--- config.mk ---
export PLATFORM = sky130hd
export DESIGN_NAME = sc_scbc_sofg_flat
export DESIGN_NICKNAME = d
export VERILOG_FILES = /design/src/rtl/sc_scbc_sofg_if.sv /design/src/rtl/sc_scbc_sofg.sv /design/src/flat_wrapper.sv
export SDC_FILE = /design/constraint.sdc
export NUM_CORES = 1
export LEC_CHECK = 0
export CORE_MARGIN = 5
export CORE_UTILIZATION = 42
export DETAILED_ROUTE_END_ITERATION = 7
export PLACE_DENSITY_LB_ADDON = 0.05
export SLEW_MARGIN = 0
export SYNTH_ARGS = -nofsm -noshare
export SYNTH_HDL_FRONTEND = slang
export SYNTH_SLANG_ARGS = --single-unit
--- constraint.sdc ---
create_clock -name ULPICLK -period 1.9 [get_ports ULPICLK]
set_clock_uncertainty 0.1 [all_clocks]
set_input_delay 0.57 -clock ULPICLK [delete_from_list [all_inputs] [get_ports ULPICLK]]
set_output_delay 0.57 -clock ULPICLK [all_outputs]
set_load 0.05 [all_outputs]
--- src/rtl/sc_scbc_sofg_if.sv ---
// SOF token transmit bus: request/grant plus byte-wise valid/ready.
// master = SOF generator, slave = ULPI transmit arbiter.
interface sc_scbc_sofg_if;
  logic       SOF_TXREQ;
  logic       SOF_TXGNT;
  logic [7:0] SOF_TXDAT;
  logic       SOF_TXVLD;
  logic       SOF_TXRDY;
  logic       SOF_TXLAST;

  modport master (
    output SOF_TXREQ,
    output SOF_TXDAT,
    output SOF_TXVLD,
    output SOF_TXLAST,
    input  SOF_TXGNT,
    input  SOF_TXRDY
  );

  modport slave (
    input  SOF_TXREQ,
    input  SOF_TXDAT,
    input  SOF_TXVLD,
    input  SOF_TXLAST,
    output SOF_TXGNT,
    output SOF_TXRDY
  );
endinterface

--- src/rtl/sc_scbc_sofg.sv ---
// USB SOF token generator: PID, 11-bit frame number, CRC5, byte-wise.
// Macro SC_SCBC_SOFG_MISSCNT_EN enables the dropped-SOF counter.
module sc_scbc_sofg #(
  parameter logic [7:0] SOF_PID     = 8'hA5,
  parameter int         GNT_TIMEOUT = 64
) (
  input  logic                  ULPICLK,
  input  logic                  ULPIRSTB,
  input  logic                  UPS_OPERATIONAL,
  input  logic                  FT_1MS,
  input  logic [15:0]           FT_FMNUMBER,
  sc_scbc_sofg_if.master        tx,
  output logic                  SOF_BUSY,
  output logic [7:0]            SOF_MISSED
);

  typedef enum logic [2:0] {
    IDLE,
    REQ,
    PID,
    FNL,
    FNH
  } state_t;

  localparam logic [7:0] TMO_LAST = 8'(GNT_TIMEOUT - 1);

  state_t      st;
  state_t      st_nxt;
  logic [10:0] fn;
  logic [4:0]  crc;
  logic        fb;
  logic [7:0]  tmo;
  logic        start;
  logic        tick_busy;
  logic        drop;
  logic        acc;
  logic        req;
  logic        vld;
  logic        last;
  logic [7:0]  dat;

  assign start     = FT_1MS && UPS_OPERATIONAL && (st == IDLE);
  assign tick_busy = FT_1MS && UPS_OPERATIONAL && (st != IDLE);
  assign acc       = vld && tx.SOF_TXRDY;

  // State register
  always_ff @(posedge ULPICLK or negedge ULPIRSTB) begin
    if (!ULPIRSTB) st <= IDLE;
    else           st <= st_nxt;
  end

  // Frame number latched on an accepted tick
  always_ff @(posedge ULPICLK or negedge ULPIRSTB) begin
    if (!ULPIRSTB)  fn <= '0;
    else if (start) fn <= FT_FMNUMBER[10:0];
  end

  // Grant wait counter, runs only while requesting
  always_ff @(posedge ULPICLK or negedge ULPIRSTB) begin
    if (!ULPIRSTB)      tmo <= '0;
    else if (st != REQ) tmo <= '0;
    else                tmo <= tmo + 8'd1;
  end

  // CRC5 over the latched frame number, LSB first, unrolled
  always_comb begin
    crc = 5'h1F;
    fb  = 1'b0;
    for (int i = 0; i < 11; i++) begin
      fb  = crc[4] ^ fn[i];
      crc = {crc[3:0], 1'b0} ^ (fb ? 5'b00101 : 5'b00000);
    end
  end

  // Next state and token byte outputs
  always_comb begin
    st_nxt = st;
    req    = 1'b0;
    vld    = 1'b0;
    last   = 1'b0;
    dat    = 8'h00;
    drop   = 1'b0;
    unique case (st)
      IDLE: begin
        if (start) st_nxt = REQ;
      end
      REQ: begin
        req = 1'b1;
        if (!UPS_OPERATIONAL) begin
          st_nxt = IDLE;
          drop   = 1'b1;
        end else if (tx.SOF_TXGNT) begin
          st_nxt = PID;
        end else if (tmo == TMO_LAST) begin
          st_nxt = IDLE;
          drop   = 1'b1;
        end
      end
      PID: begin
        req = 1'b1;
        vld = 1'b1;
        dat = SOF_PID;
        if (acc) st_nxt = FNL;
      end
      FNL: begin
        req = 1'b1;
        vld = 1'b1;
        dat = fn[7:0];
        if (acc) st_nxt = FNH;
      end
      FNH: begin
        req  = 1'b1;
        vld  = 1'b1;
        last = 1'b1;
        dat  = {~crc[0], ~crc[1], ~crc[2],
                ~crc[3], ~crc[4], fn[10:8]};
        if (acc) st_nxt = IDLE;
      end
      default: st_nxt = IDLE;
    endcase
  end

  assign tx.SOF_TXREQ  = req;
  assign tx.SOF_TXVLD  = vld;
  assign tx.SOF_TXLAST = last;
  assign tx.SOF_TXDAT  = dat;
  assign SOF_BUSY      = (st != IDLE);

`ifdef SC_SCBC_SOFG_MISSCNT_EN
  logic [7:0] miss;
  logic [8:0] miss_sum;
  logic       unused_hi;

  assign miss_sum = {1'b0, miss}
                  + {8'h00, drop}
                  + {8'h00, tick_busy};
  assign unused_hi = ^FT_FMNUMBER[15:11];

  // Saturating dropped-SOF counter, cleared only by reset
  always_ff @(posedge ULPICLK or negedge ULPIRSTB) begin
    if (!ULPIRSTB) miss <= '0;
    else           miss <= miss_sum[8] ? 8'hFF : miss_sum[7:0];
  end

  assign SOF_MISSED = miss;
`else
  logic unused_drop;

  assign unused_drop = drop | tick_busy | (^FT_FMNUMBER[15:11]);
  assign SOF_MISSED  = 8'h00;
`endif

endmodule

--- src/flat_wrapper.sv ---
// flat-port wrapper written by rule: the top's interface ports become plain ports
module sc_scbc_sofg_flat 
#(
  parameter logic [7:0] SOF_PID     = 8'hA5,
  parameter int         GNT_TIMEOUT = 64
)
  (ULPICLK, ULPIRSTB, UPS_OPERATIONAL, FT_1MS, FT_FMNUMBER, SOF_BUSY, SOF_MISSED, tx_SOF_TXREQ, tx_SOF_TXDAT, tx_SOF_TXVLD, tx_SOF_TXLAST, tx_SOF_TXGNT, tx_SOF_TXRDY);
  sc_scbc_sofg_if tx_i ();
  input  logic ULPICLK;
  input  logic ULPIRSTB;
  input  logic UPS_OPERATIONAL;
  input  logic FT_1MS;
  input  logic [15:0] FT_FMNUMBER;
  output logic SOF_BUSY;
  output logic [7:0] SOF_MISSED;
  output wire logic [$bits(tx_i.SOF_TXREQ)-1:0] tx_SOF_TXREQ;
  output wire logic [$bits(tx_i.SOF_TXDAT)-1:0] tx_SOF_TXDAT;
  output wire logic [$bits(tx_i.SOF_TXVLD)-1:0] tx_SOF_TXVLD;
  output wire logic [$bits(tx_i.SOF_TXLAST)-1:0] tx_SOF_TXLAST;
  input wire logic [$bits(tx_i.SOF_TXGNT)-1:0] tx_SOF_TXGNT;
  input wire logic [$bits(tx_i.SOF_TXRDY)-1:0] tx_SOF_TXRDY;
  assign tx_SOF_TXREQ = tx_i.SOF_TXREQ;
  assign tx_SOF_TXDAT = tx_i.SOF_TXDAT;
  assign tx_SOF_TXVLD = tx_i.SOF_TXVLD;
  assign tx_SOF_TXLAST = tx_i.SOF_TXLAST;
  assign tx_i.SOF_TXGNT = tx_SOF_TXGNT;
  assign tx_i.SOF_TXRDY = tx_SOF_TXRDY;
  sc_scbc_sofg #(.SOF_PID(SOF_PID), .GNT_TIMEOUT(GNT_TIMEOUT)) u_core (.ULPICLK(ULPICLK), .ULPIRSTB(ULPIRSTB), .UPS_OPERATIONAL(UPS_OPERATIONAL), .FT_1MS(FT_1MS), .FT_FMNUMBER(FT_FMNUMBER), .tx(tx_i), .SOF_BUSY(SOF_BUSY), .SOF_MISSED(SOF_MISSED));
endmodule
### Word level (Yosys, flattened, before mapping)

Index checks and enable logic that the tools add are counted.

* bits in registers: 22
* input port bits: 22
* logic and storage cells: 73

* eq/ne operators: 11
* bitwise gates (word level): 26
* add/subtract/negate cells: 1
* mux-type cells: 24
* reduce and logical (&&, ||, !) cells: 8

Operators by type and width (count)
* two-way mux 3 bit: 18
* bitwise XOR 5 bit: 10
* case mux 8 bit (3 select lines): 1
* case mux 3 bit (5 select lines): 1
* bitwise XOR 1 bit: 10
* adder 8 x 1 -> 8 bit (second input constant): 1
* == test 8 x 6 -> 1 bit (second input constant): 1
* two-way mux 8 bit: 1
* != test 2 x 1 -> 1 bit (second input constant): 4
* == test 3 x 2 -> 1 bit (second input constant): 2
* NOT 1 bit: 5
* AND reduction 5 bit: 1
* != test 4 x 3 -> 1 bit (second input constant): 1
* NOT 4 bit: 1
* OR reduction 4 bit: 1
* == test 3 x 1 -> 1 bit (second input constant): 1
* == test 3 bit (second input constant): 1
* logical AND 1 bit: 3
* logical NOT 3 bit: 1
* two-way mux 1 bit: 3
* != test 3 x 1 -> 1 bit (second input constant): 1
* nonzero test 3 bit: 1
* OR reduction 3 bit: 1

### Depth between registers and ports, before layout

Gate-level depths: netlist of the first run.

* depth after elaboration: 34
* mapped depth: 6
* gate-level depth less buffers: 6

### Worst setup path before layout of the first run

No wires, ideal clock.

* kind: register -> output
* start: register u_core.fn[1]
* end: output port tx_SOF_TXDAT[5]
* slack: -0.779 ns
* required time: 1.230 ns
* stages on the path, launching flop included: 5
* path buffers: 0
* arrival: 2.009 ns
* cells stage by stage: dfrtp_1 -> xor2_1 -> xnor2_2 -> xnor3_1 -> o22ai_1

* word-level cells in the longest chain between the ends: 20

Ends and longest elaborated chain
* start, declared: line sc_scbc_sofg.sv:29 `logic [10:0] fn;`
* start signal, assigned: line sc_scbc_sofg.sv:55 `else if (start) fn <= FT_FMNUMBER[10:0];`
* bitwise XOR 1 bit: line sc_scbc_sofg.sv:70 `fb = crc[4] ^ fn[i];`
* two-way mux 3 bit: line sc_scbc_sofg.sv:71 `crc = {crc[3:0], 1'b0} ^ (fb ? 5'b00101 : 5'b00000);`
* bitwise XOR 5 bit (3 in a row): line sc_scbc_sofg.sv:71
* bitwise XOR 1 bit: line sc_scbc_sofg.sv:70
* two-way mux 3 bit: line sc_scbc_sofg.sv:71
* bitwise XOR 5 bit (3 in a row): line sc_scbc_sofg.sv:71
* bitwise XOR 1 bit: line sc_scbc_sofg.sv:70
* two-way mux 3 bit: line sc_scbc_sofg.sv:71
* bitwise XOR 5 bit (3 in a row): line sc_scbc_sofg.sv:71
* bitwise XOR 1 bit: line sc_scbc_sofg.sv:70
* two-way mux 3 bit: line sc_scbc_sofg.sv:71
* bitwise XOR 5 bit: line sc_scbc_sofg.sv:71
* NOT 1 bit: line sc_scbc_sofg.sv:115 `dat = {~crc[0], ~crc[1], ~crc[2],`
* case mux 8 bit (3 select lines): line sc_scbc_sofg.sv:83 `unique case (st)`
* end, declared: line flat_wrapper.sv:17 `output wire logic [$bits(tx_i.SOF_TXDAT)-1:0] tx_SOF_TXDAT;`

Every way passes these cells.

### Final worst setup path of the first run

* start: register u_core.fn[2]
* end: output port tx_SOF_TXDAT[3]

* word-level cells in the longest chain between the ends: 17

Ends and longest elaborated chain
* bitwise XOR 1 bit: line sc_scbc_sofg.sv:70
* two-way mux 3 bit: line sc_scbc_sofg.sv:71
* bitwise XOR 5 bit (3 in a row): line sc_scbc_sofg.sv:71
* bitwise XOR 1 bit: line sc_scbc_sofg.sv:70
* two-way mux 3 bit: line sc_scbc_sofg.sv:71
* bitwise XOR 5 bit (3 in a row): line sc_scbc_sofg.sv:71
* bitwise XOR 1 bit: line sc_scbc_sofg.sv:70
* two-way mux 3 bit: line sc_scbc_sofg.sv:71
* bitwise XOR 5 bit (3 in a row): line sc_scbc_sofg.sv:71
* NOT 1 bit: line sc_scbc_sofg.sv:116 `~crc[3], ~crc[4], fn[10:8]};`
* case mux 8 bit (3 select lines): line sc_scbc_sofg.sv:83

Every way passes these cells.

==> results of run 1 <==
-- per-stage QoR --
stage	power [mW]	setup WS (ns)	hold WS (ns)	utilization, %
after floorplan	3.23	-0.261	0.174	-
after global placement	4.47	-0.383	0.367	67.1
after CTS	5.40	-0.731	0.402	74.6
after global routing	5.87	-0.821	0.418	76.8
after detailed placement	4.53	-0.403	0.384	67.1
final	5.57	-0.731	0.396	76.8
-- cell usage after synthesis, drive strengths merged --
library cell | n | area [sq um]
dfrtp | 22 | 551
mux2 | 13 | 146
buf | 11 | 81.3
xnor2 | 11 | 104
nand2 | 9 | 36.3
nor2 | 9 | 33.8
o21ai | 5 | 25.0
xor2 | 5 | 43.8
inv | 4 | 15.0
nor2b | 4 | 25.0
a21oi | 3 | 15.0
a22o | 3 | 26.3
nand3 | 3 | 15.0
o22ai | 3 | 18.8
or3 | 3 | 18.8
xnor3 | 3 | 67.6
and2 | 2 | 12.5
and4b | 2 | 20.0
a2111oi | 1 | 8.76
a211oi | 1 | 12.5
and2b | 1 | 7.51
clkbuf | 1 | 3.75
conb | 1 | 3.75
ha | 1 | 12.5
nor3 | 1 | 5.00
nor3b | 1 | 7.51
nor4 | 1 | 6.26
o41ai | 1 | 16.3
or2b | 1 | 7.51
or3b | 1 | 8.76
xor3 | 1 | 23.8
-- layout make-up --
class	instances	area [sq um]	share of cell area, %
Multi-Input combinational cell	97	982	41.2
Timing Repair Buffer	64	719	30.2
Sequential cell	22	554	23.3
Tap cell	44	55.1	2.31
Clock inverter	1	30.0	1.26
Clock buffer	3	22.5	0.945
Inverter	4	20.0	0.840
-- worst max path at each step --
stage,to,cells after the start
3_3_place_gp,tx_SOF_TXDAT[3],5
2_1_floorplan,tx_SOF_TXDAT[3],4
3_5_place_dp,tx_SOF_TXDAT[3],5
6_report,tx_SOF_TXDAT[3],5
5_1_grt,tx_SOF_TXDAT[3],5
4_1_cts,tx_SOF_TXDAT[3],5
-- flip-flops by register name, indices dropped and copies added (netlist names) --
register    flops
u_core.st       3
u_core.fn      11
u_core.tmo      8
-- repair_timing --
item,in CTS,in global routing
cloned,0,0
pin swaps,9,5
setup endpoints to repair,13,13
buffers inserted,6,4
resized for setup,30,9
-- cell families after synthesis --
logic type	after synthesis
AND/OR/NAND/NOR	38
flip-flops	22
XOR/XNOR	20
AO/OA/AOI/OAI	17
buffers and inverters	16
multiplexers	13
adder cells (fa/ha/maj)	1
other	1
-- layer usage --
layer	GRT usage (%)	up-vias	part of all wire [%]
li1	-	554	-
met1	19.7	545	40
met2	31.9	23	55
met3	3.49	2	3.7
met4	2.28	0	0.67
met5	0	-	0
-- power breakdown --
group / internal, mW / switching [mW]
registers: 0.646 / 0.220
logic: 2.45 / 1.89
clock network: 0.213 / 0.148
-- worst register-to-register path: cells and delay by family, from the launching register on --
kind	cells	cell delay [ns]
and+or+nand+nor	1	0.41
AOI/OAI and AO/OA	1	0.33
muxes	1	0.35
buffers and inverters	1	0.17
DFF	1	0.43
==> impl_metrics.yaml, run 1 <==
sta:
  rsz0062_at_grt: "true"
  fmax_ghz: 0.380
  drv_slew: 0
  hold_violations: 0
  tns_ns: -4.68
  min_period_ns: 2.63
  setup_violations: 12
  min_period_over_period_pct: 138
  final.setup.worst_slack_ns: -0.731
placement:
  gp_congestion: 0.814
  io_buffers: 28
  dpl.cell_count: 222
  dp_hpwl_mm: 2.48
  placed_cell_area_sq_mm: 0.00208
layout:
  design_area_sq_mm: 0.00238
  nFillCells: 212
  final_nets: 215
  drive_gt1_share_pct: 50.3
  n_antenna_cell: 0
  mostFrequentLayoutCells: "24 x buf_4, 19 x dfrtp_1, 16 x clkdlybuf4s50_1"
  layout_commonest_cell: "buf_4"
  syn_to_final_growth_pct: 72.9
  layout.cells.non_filler: 235
yosys:
  ys_ff_latch: 22
  synthMuxAreaShare_pct: 10.6
  synthesis.area_sq_mm: 0.00138
  netlist_instances: 128
  synth_compound_gate_area_share_pct: 8.89
  synthXorXnorAreaFrac_pct: 17.3
  syn_avg_cell_area_sq_um: 10.8
  yosys.area_share.adder_pct: 0.907
  yosysWarnings: 0
  synth_top_family_by_area: "XOR/XNOR gates"
  ys_seq_area_share_pct: 39.9
  yosysUniqueCellTypes: 38
  synth-simple-area-share_pct: 14.8
power:
  peakVddDrop_mv: 1.19
  leakagePower_nw: 1.09
  power.density_mw_per_mm2: 2340
setup_path:
  crit_buf_inv: 1
  cp_top_family: "XOR/XNOR gates"
  worstPathArrival_ns: 1.96
  r2r_slack_ns: 0.02
  rr_startpoint: "u_core.st[0]"
  r2r_cells: 4
  cp_cell_sequence: "xor2_2 -> xnor3_1 -> and2_0 -> mux2_4 -> buf_12"
  regToRegEndpoint: "u_core.st[0]"
  slowest_stage: "dfrtp_1"
  end_kind: "output pin"
  crit_fanout: 2
  critPathLaunchType: "flop"
  required_ns: 1.23
  critPathKind: "reg2out"
  cpPeakStageDelay_ns: 0.45
  startpoint: "u_core.fn[2]"
die:
  core_area_sq_mm: 0.00310
  io_pins: 42
  initial_utilization_pct: 44.4
  rows: 20
  die_h_um: 67.3
  fp.dieW_um: 67.3
  dieArea_sq_mm: 0.00453
hold_path:
  hold_path_class: "reg2reg"
  holdPathEnd: "u_core.tmo[0]"
  min_from: "u_core.tmo[0]"
  hold_depth: 1
global_routing:
  antenna_found_initial: 0
  grt_usage_pct: 16.8
  grt_pass1_wl_mm: 5.64
  grt_max_degree: 23
  grt_pass1_vias: 1176
  grt.overflow.total: 0
outcome:
  status: "finished with violations"
  violations: "negative setup slack"
cts:
  cts_made_buffers: 3
  cts_tree: "yes"
  cts_buffer_depth: 2
  cts_root_buf: "clkbuf_4"
  clkTransAtPathRegs_ns: 0.13
  cts_hold_buf: 0
  cts_sinks: 22
  worstSkewPairLatency_ns: 0.31
  cts-htree-levels: 1
detailed_routing:
  vias_per_cell: 4.78
  ant_nets: 0
  routed_wl_mm: 3.45
  remaining_drc_errors: 0
  wl_per_cell_um: 14.7
  dr.pass1.iters: 4
  vias: 1124
  drtIter0Drc: 32
job:
  cap_violations: 0
No activity file was read; power rests on OpenSTA's default activity.
==> run 2, diff against run 1 <==
==> constraint.sdc (replaced) <==
create_clock -name ULPICLK -period 1.9 [get_ports ULPICLK]
set_clock_uncertainty 0.1 [all_clocks]
set_input_delay 0.57 -clock ULPICLK [delete_from_list [all_inputs] [get_ports ULPICLK]]
set_output_delay 0.57 -clock ULPICLK [all_outputs]
set_load 0.1 [all_outputs]
==> impl_metrics.yaml, run 2 (synthesis gave the netlist of run 1 again) <==
setup_path:
  required_ns: 1.23
  r2r_cells: 6
  critPathKind: "reg2out"
  critPathLaunchType: "flop"
  worstPathArrival_ns: 2.03
  end_kind: "output pin"
  crit_fanout: 2
detailed_routing:
  vias_per_cell: 4.85
  routed_wl_mm: 3.85
  drtIter0Drc: 20
  dr.pass1.iters: 4
  wl_per_cell_um: 15.8
  remaining_drc_errors: 0
  ant_nets: 0
  vias: 1183
layout:
  largestRegisters: "u_core.fn (11), u_core.tmo (8), u_core.st (3)"
  regMostFlops: "u_core.fn"
  final_util_pct: 81.7
  mostFrequentLayoutCells: "29 x buf_4, 18 x dfrtp_1, 16 x clkdlybuf4s50_1"
  largest_reg_flops: 11
  n_antenna_cell: 0
  final_nets: 224
  syn_to_final_growth_pct: 83.8
  nFillCells: 191
  drive_gt1_share_pct: 54.0
  layout_commonest_cell: "buf_4"
global_routing:
  grt_pass1_wl_mm: 5.91
  antenna_found_initial: 0
  grt_usage_pct: 17.8
  grt_max_degree: 23
  grt_pass1_vias: 1227
  grt.overflow.total: 0
cts:
  cts-htree-levels: 1
  cts_sinks: 22
  worstSkewPairLatency_ns: 0.31
  cts_buffer_depth: 2
  cts_root_buf: "clkbuf_4"
  clkTransAtPathRegs_ns: 0.14
  cts_tree: "yes"
  cts_made_buffers: 3
sta:
  hold_violations: 0
  min_period_ns: 2.70
  relSlewSlack_pct: 64.8
  setup_violations: 19
  rsz0062_at_grt: "true"
  final.setup.worst_slack_ns: -0.801
  drv_slew: 0
  fmax_ghz: 0.370
  min_period_over_period_pct: 142
  worstMarginPinSlew_ns: 0.523
placement:
  io_buffers: 28
  gp_congestion: 0.764
  dp_hpwl_mm: 2.64
hold_path:
  hold_depth: 1
  hold_path_class: "reg2reg"
die:
  dieArea_sq_mm: 0.00453
  rows: 20
  fp.dieW_um: 67.3
  initial_utilization_pct: 44.4
  core_area_sq_mm: 0.00310
  io_pins: 42
  die_h_um: 67.3
outcome:
  status: "finished with violations"
  violations: "negative setup slack"
job:
  cap_violations: 0
run 2: final cells by class:
class	count	area, sq um	area share (%)
multi-input cells	97	1030	40.7
repair buffers	73	828	32.7
flip-flops and latches	22	556	21.9
well taps	44	55.1	2.17
clock buffers	4	36.3	1.43
inverters	4	27.5	1.09
run 2: path summary, 6_finish.rpt:
path / start / endpoint / slack [ns]
setup reg to reg: u_core.st[1] / u_core.st[0] / -0.25
setup / recovery: u_core.fn[5] / tx_SOF_TXDAT[3] / -0.80
min in group asynchronous: ULPIRSTB / u_core.tmo[6] / 0.49
hold reg to reg: u_core.tmo[0] / u_core.tmo[0] / 0.40
hold / removal: u_core.tmo[0] / u_core.tmo[0] / 0.40
max in group asynchronous: ULPIRSTB / u_core.fn[4] / 0.96
run 2: routing by layer:
layer,up-vias,track usage [%],share of wire [%]
met2,25,30.9,53
met4,0,5.06,1.1
met1,582,22.6,42
li1,572,-,-
met3,4,3.00,3.7
met5,-,0,0
run 2: stage by stage:
stage	worst slack, ns	cell area, sq um	hold WS (ns)	setup TNS [ns]	instances
floorplan	-0.445	1580	0.174	-1.88	135
global placement	-0.385	2210	0.367	-4.58	230
detailed placement	-0.411	2210	0.379	-5.05	230
CTS	-0.772	2430	0.397	-5.63	242
global route	-0.891	2530	0.439	-7.02	244
finish	-0.801	2530	0.396	-5.86	244
run 2: what timing repair did:
item	CTS	global route
gates resized for setup	30	19
buffers inserted	9	4
hold buffers	0	0
pin swaps	13	6
cloned	0	1
endpoints found under the setup margin	13	25
hold endpoints to repair	0	0
run 2: critical path, cell delays in order, from the launching register on:
cell and delay [ns]:
dfrtp_1 0.43, xor2_1 0.23, xnor3_1 0.45, and2_4 0.17
mux2_4 0.28, buf_12 0.17
Power of run 2 is left out: the tool's default activity adds up to more than one toggle a clock period on the data nets, which glitch-free logic cannot reach.
==> run 3, diff against run 2 <==
--- a/config.mk
+++ b/config.mk
@@ -6,9 +6,10 @@
 export NUM_CORES = 1
 export LEC_CHECK = 0
 export CORE_MARGIN = 5
-export CORE_UTILIZATION = 42
+export CORE_UTILIZATION = 40
 export DETAILED_ROUTE_END_ITERATION = 7
 export PLACE_DENSITY_LB_ADDON = 0.05
+export RECOVER_POWER = 100
 export SLEW_MARGIN = 0
 export SYNTH_ARGS = -nofsm -noshare
 export SYNTH_HDL_FRONTEND = slang
==> impl_metrics.yaml, run 3 (synthesis gave the netlist of run 1 again) <==
setup_path:
  r2r_cells: 5
  cp_cell_sequence: "xor3_1 -> xnor3_1 -> and2_4 -> mux2_4 -> buf_12"
  rr_startpoint: "u_core.st[1]"
  required_ns: 1.23
  regToRegEndpoint: "u_core.st[0]"
  end_kind: "output pin"
  cpPeakStageDelay_ns: 0.43
  critPathLaunchType: "flop"
  crit_end: "tx_SOF_TXDAT[3]"
  crit_fanout: 3
  worstPathArrival_ns: 2.03
  critPathKind: "reg2out"
  r2r_slack_ns: -0.10
  slowest_stage: "dfrtp_1"
  startpoint: "u_core.fn[0]"
cts:
  cts_made_buffers: 3
  cts_sinks: 22
  cts_tree: "yes"
  clkTransAtPathRegs_ns: 0.12
  cts_buffer_depth: 2
  cts_root_buf: "clkbuf_4"
  cts-htree-levels: 1
  cts_hold_buf: 0
  worstSkewPairLatency_ns: 0.30
die:
  fp.dieW_um: 68.7
  rows: 21
  die_h_um: 68.7
  io_pins: 42
  core_area_sq_mm: 0.00334
  dieArea_sq_mm: 0.00472
  initial_utilization_pct: 41.3
sta:
  final.setup.worst_slack_ns: -0.800
  drv_slew: 0
  min_period_ns: 2.70
  setup_violations: 24
  min_period_over_period_pct: 142
  hold_violations: 0
  relSlewSlack_pct: 63.5
  fmax_ghz: 0.370
  worstMarginPinSlew_ns: 0.547
  rsz0062_at_grt: "true"
layout:
  syn_to_final_growth_pct: 88.0
  mostFrequentLayoutCells: "29 x buf_4, 20 x dfrtp_1, 15 x clkdlybuf4s50_1"
  drive_gt1_share_pct: 54.6
  largest_reg_flops: 11
  nFillCells: 215
  seq_area_sq_um: 553
  final_util_pct: 77.7
  final_nets: 229
  multiInputGateArea_sq_mm: 0.00109
  layout_commonest_cell: "buf_4"
  regMostFlops: "u_core.fn"
  largestRegisters: "u_core.fn (11), u_core.tmo (8), u_core.st (3)"
  layout.cells.non_filler: 251
  n_antenna_cell: 0
hold_path:
  hold_path_class: "reg2reg"
  min_from: "u_core.tmo[0]"
global_routing:
  antenna_found_initial: 0
  grt_pass1_vias: 1287
  grt_max_degree: 23
  grt.overflow.total: 0
  grt_usage_pct: 17.6
  grt_pass1_wl_mm: 6.21
placement:
  gp_congestion: 0.805
  dpl.cell_count: 231
  dp_hpwl_mm: 2.72
  io_buffers: 28
detailed_routing:
  drtIter0Drc: 38
  routed_wl_mm: 3.81
  ant_nets: 0
  remaining_drc_errors: 0
  vias: 1214
  vias_per_cell: 4.84
  dr.pass1.iters: 6
  wl_per_cell_um: 15.2
outcome:
  violations: "negative setup slack"
  status: "finished with violations"
job:
  cap_violations: 0
run 3: critical path: cells and delay by family (launching register included):
family        cells  cell delay (ns)
buf+inv           1             0.17
mux               1             0.28
xor+xnor          2             0.68
simple gates      1             0.18
flops             1             0.43
run 3: worst min path at each step:
stage / to / slack [ns] / depth (start not counted)
detailed placement: u_core.tmo[0] / 0.39 / 1
global placement: u_core.tmo[0] / 0.37 / 1
global route: u_core.tmo[0] / 0.43 / 1
finish: u_core.tmo[0] / 0.40 / 1
CTS: u_core.tmo[0] / 0.41 / 1
floorplan: u_core.fn[0] / 0.17 / 0
run 3: what timing repair did:
item / CTS / global route
endpoints found under the setup margin: 13 / 25
pin swaps: 13 / 11
setup buffers: 10 / 11
gates resized for setup: 30 / 31
run 3: cell type report:
| type | instances | area share, % |
|---|---|---|
| sequential | 22 | 21.3 |
| tap | 46 | 2.22 |
| inverter | 4 | 1.06 |
| timing repair buffer | 78 | 32.4 |
| clock buffer | 4 | 1.01 |
| multi-input combinational | 97 | 42.0 |
run 3: per-stage QoR:
step	setup TNS [ns]	hold slack (ns)	setup WS, ns	cell area (sq um)
2_1_floorplan	-1.88	0.174	-0.445	1580
3_3_place_gp	-4.49	0.368	-0.393	2210
3_5_place_dp	-5.18	0.394	-0.403	2210
4_1_cts	-5.39	0.409	-0.753	2450
5_1_grt	-7.17	0.430	-0.854	2590
6_report	-5.42	0.404	-0.800	2590
run 3: per-layer routing:
metal  part of all wire, %  global-route usage (%)  vias to the layer above
li1                      -                       -                      578
met1                    47                    24.7                      607
met2                    49                    28.8                       25
met3                   3.6                    1.94                        4
met4                  0.76                    5.11                        0
met5                     0                       0                        -
Power of run 3 is left out for the same reason.
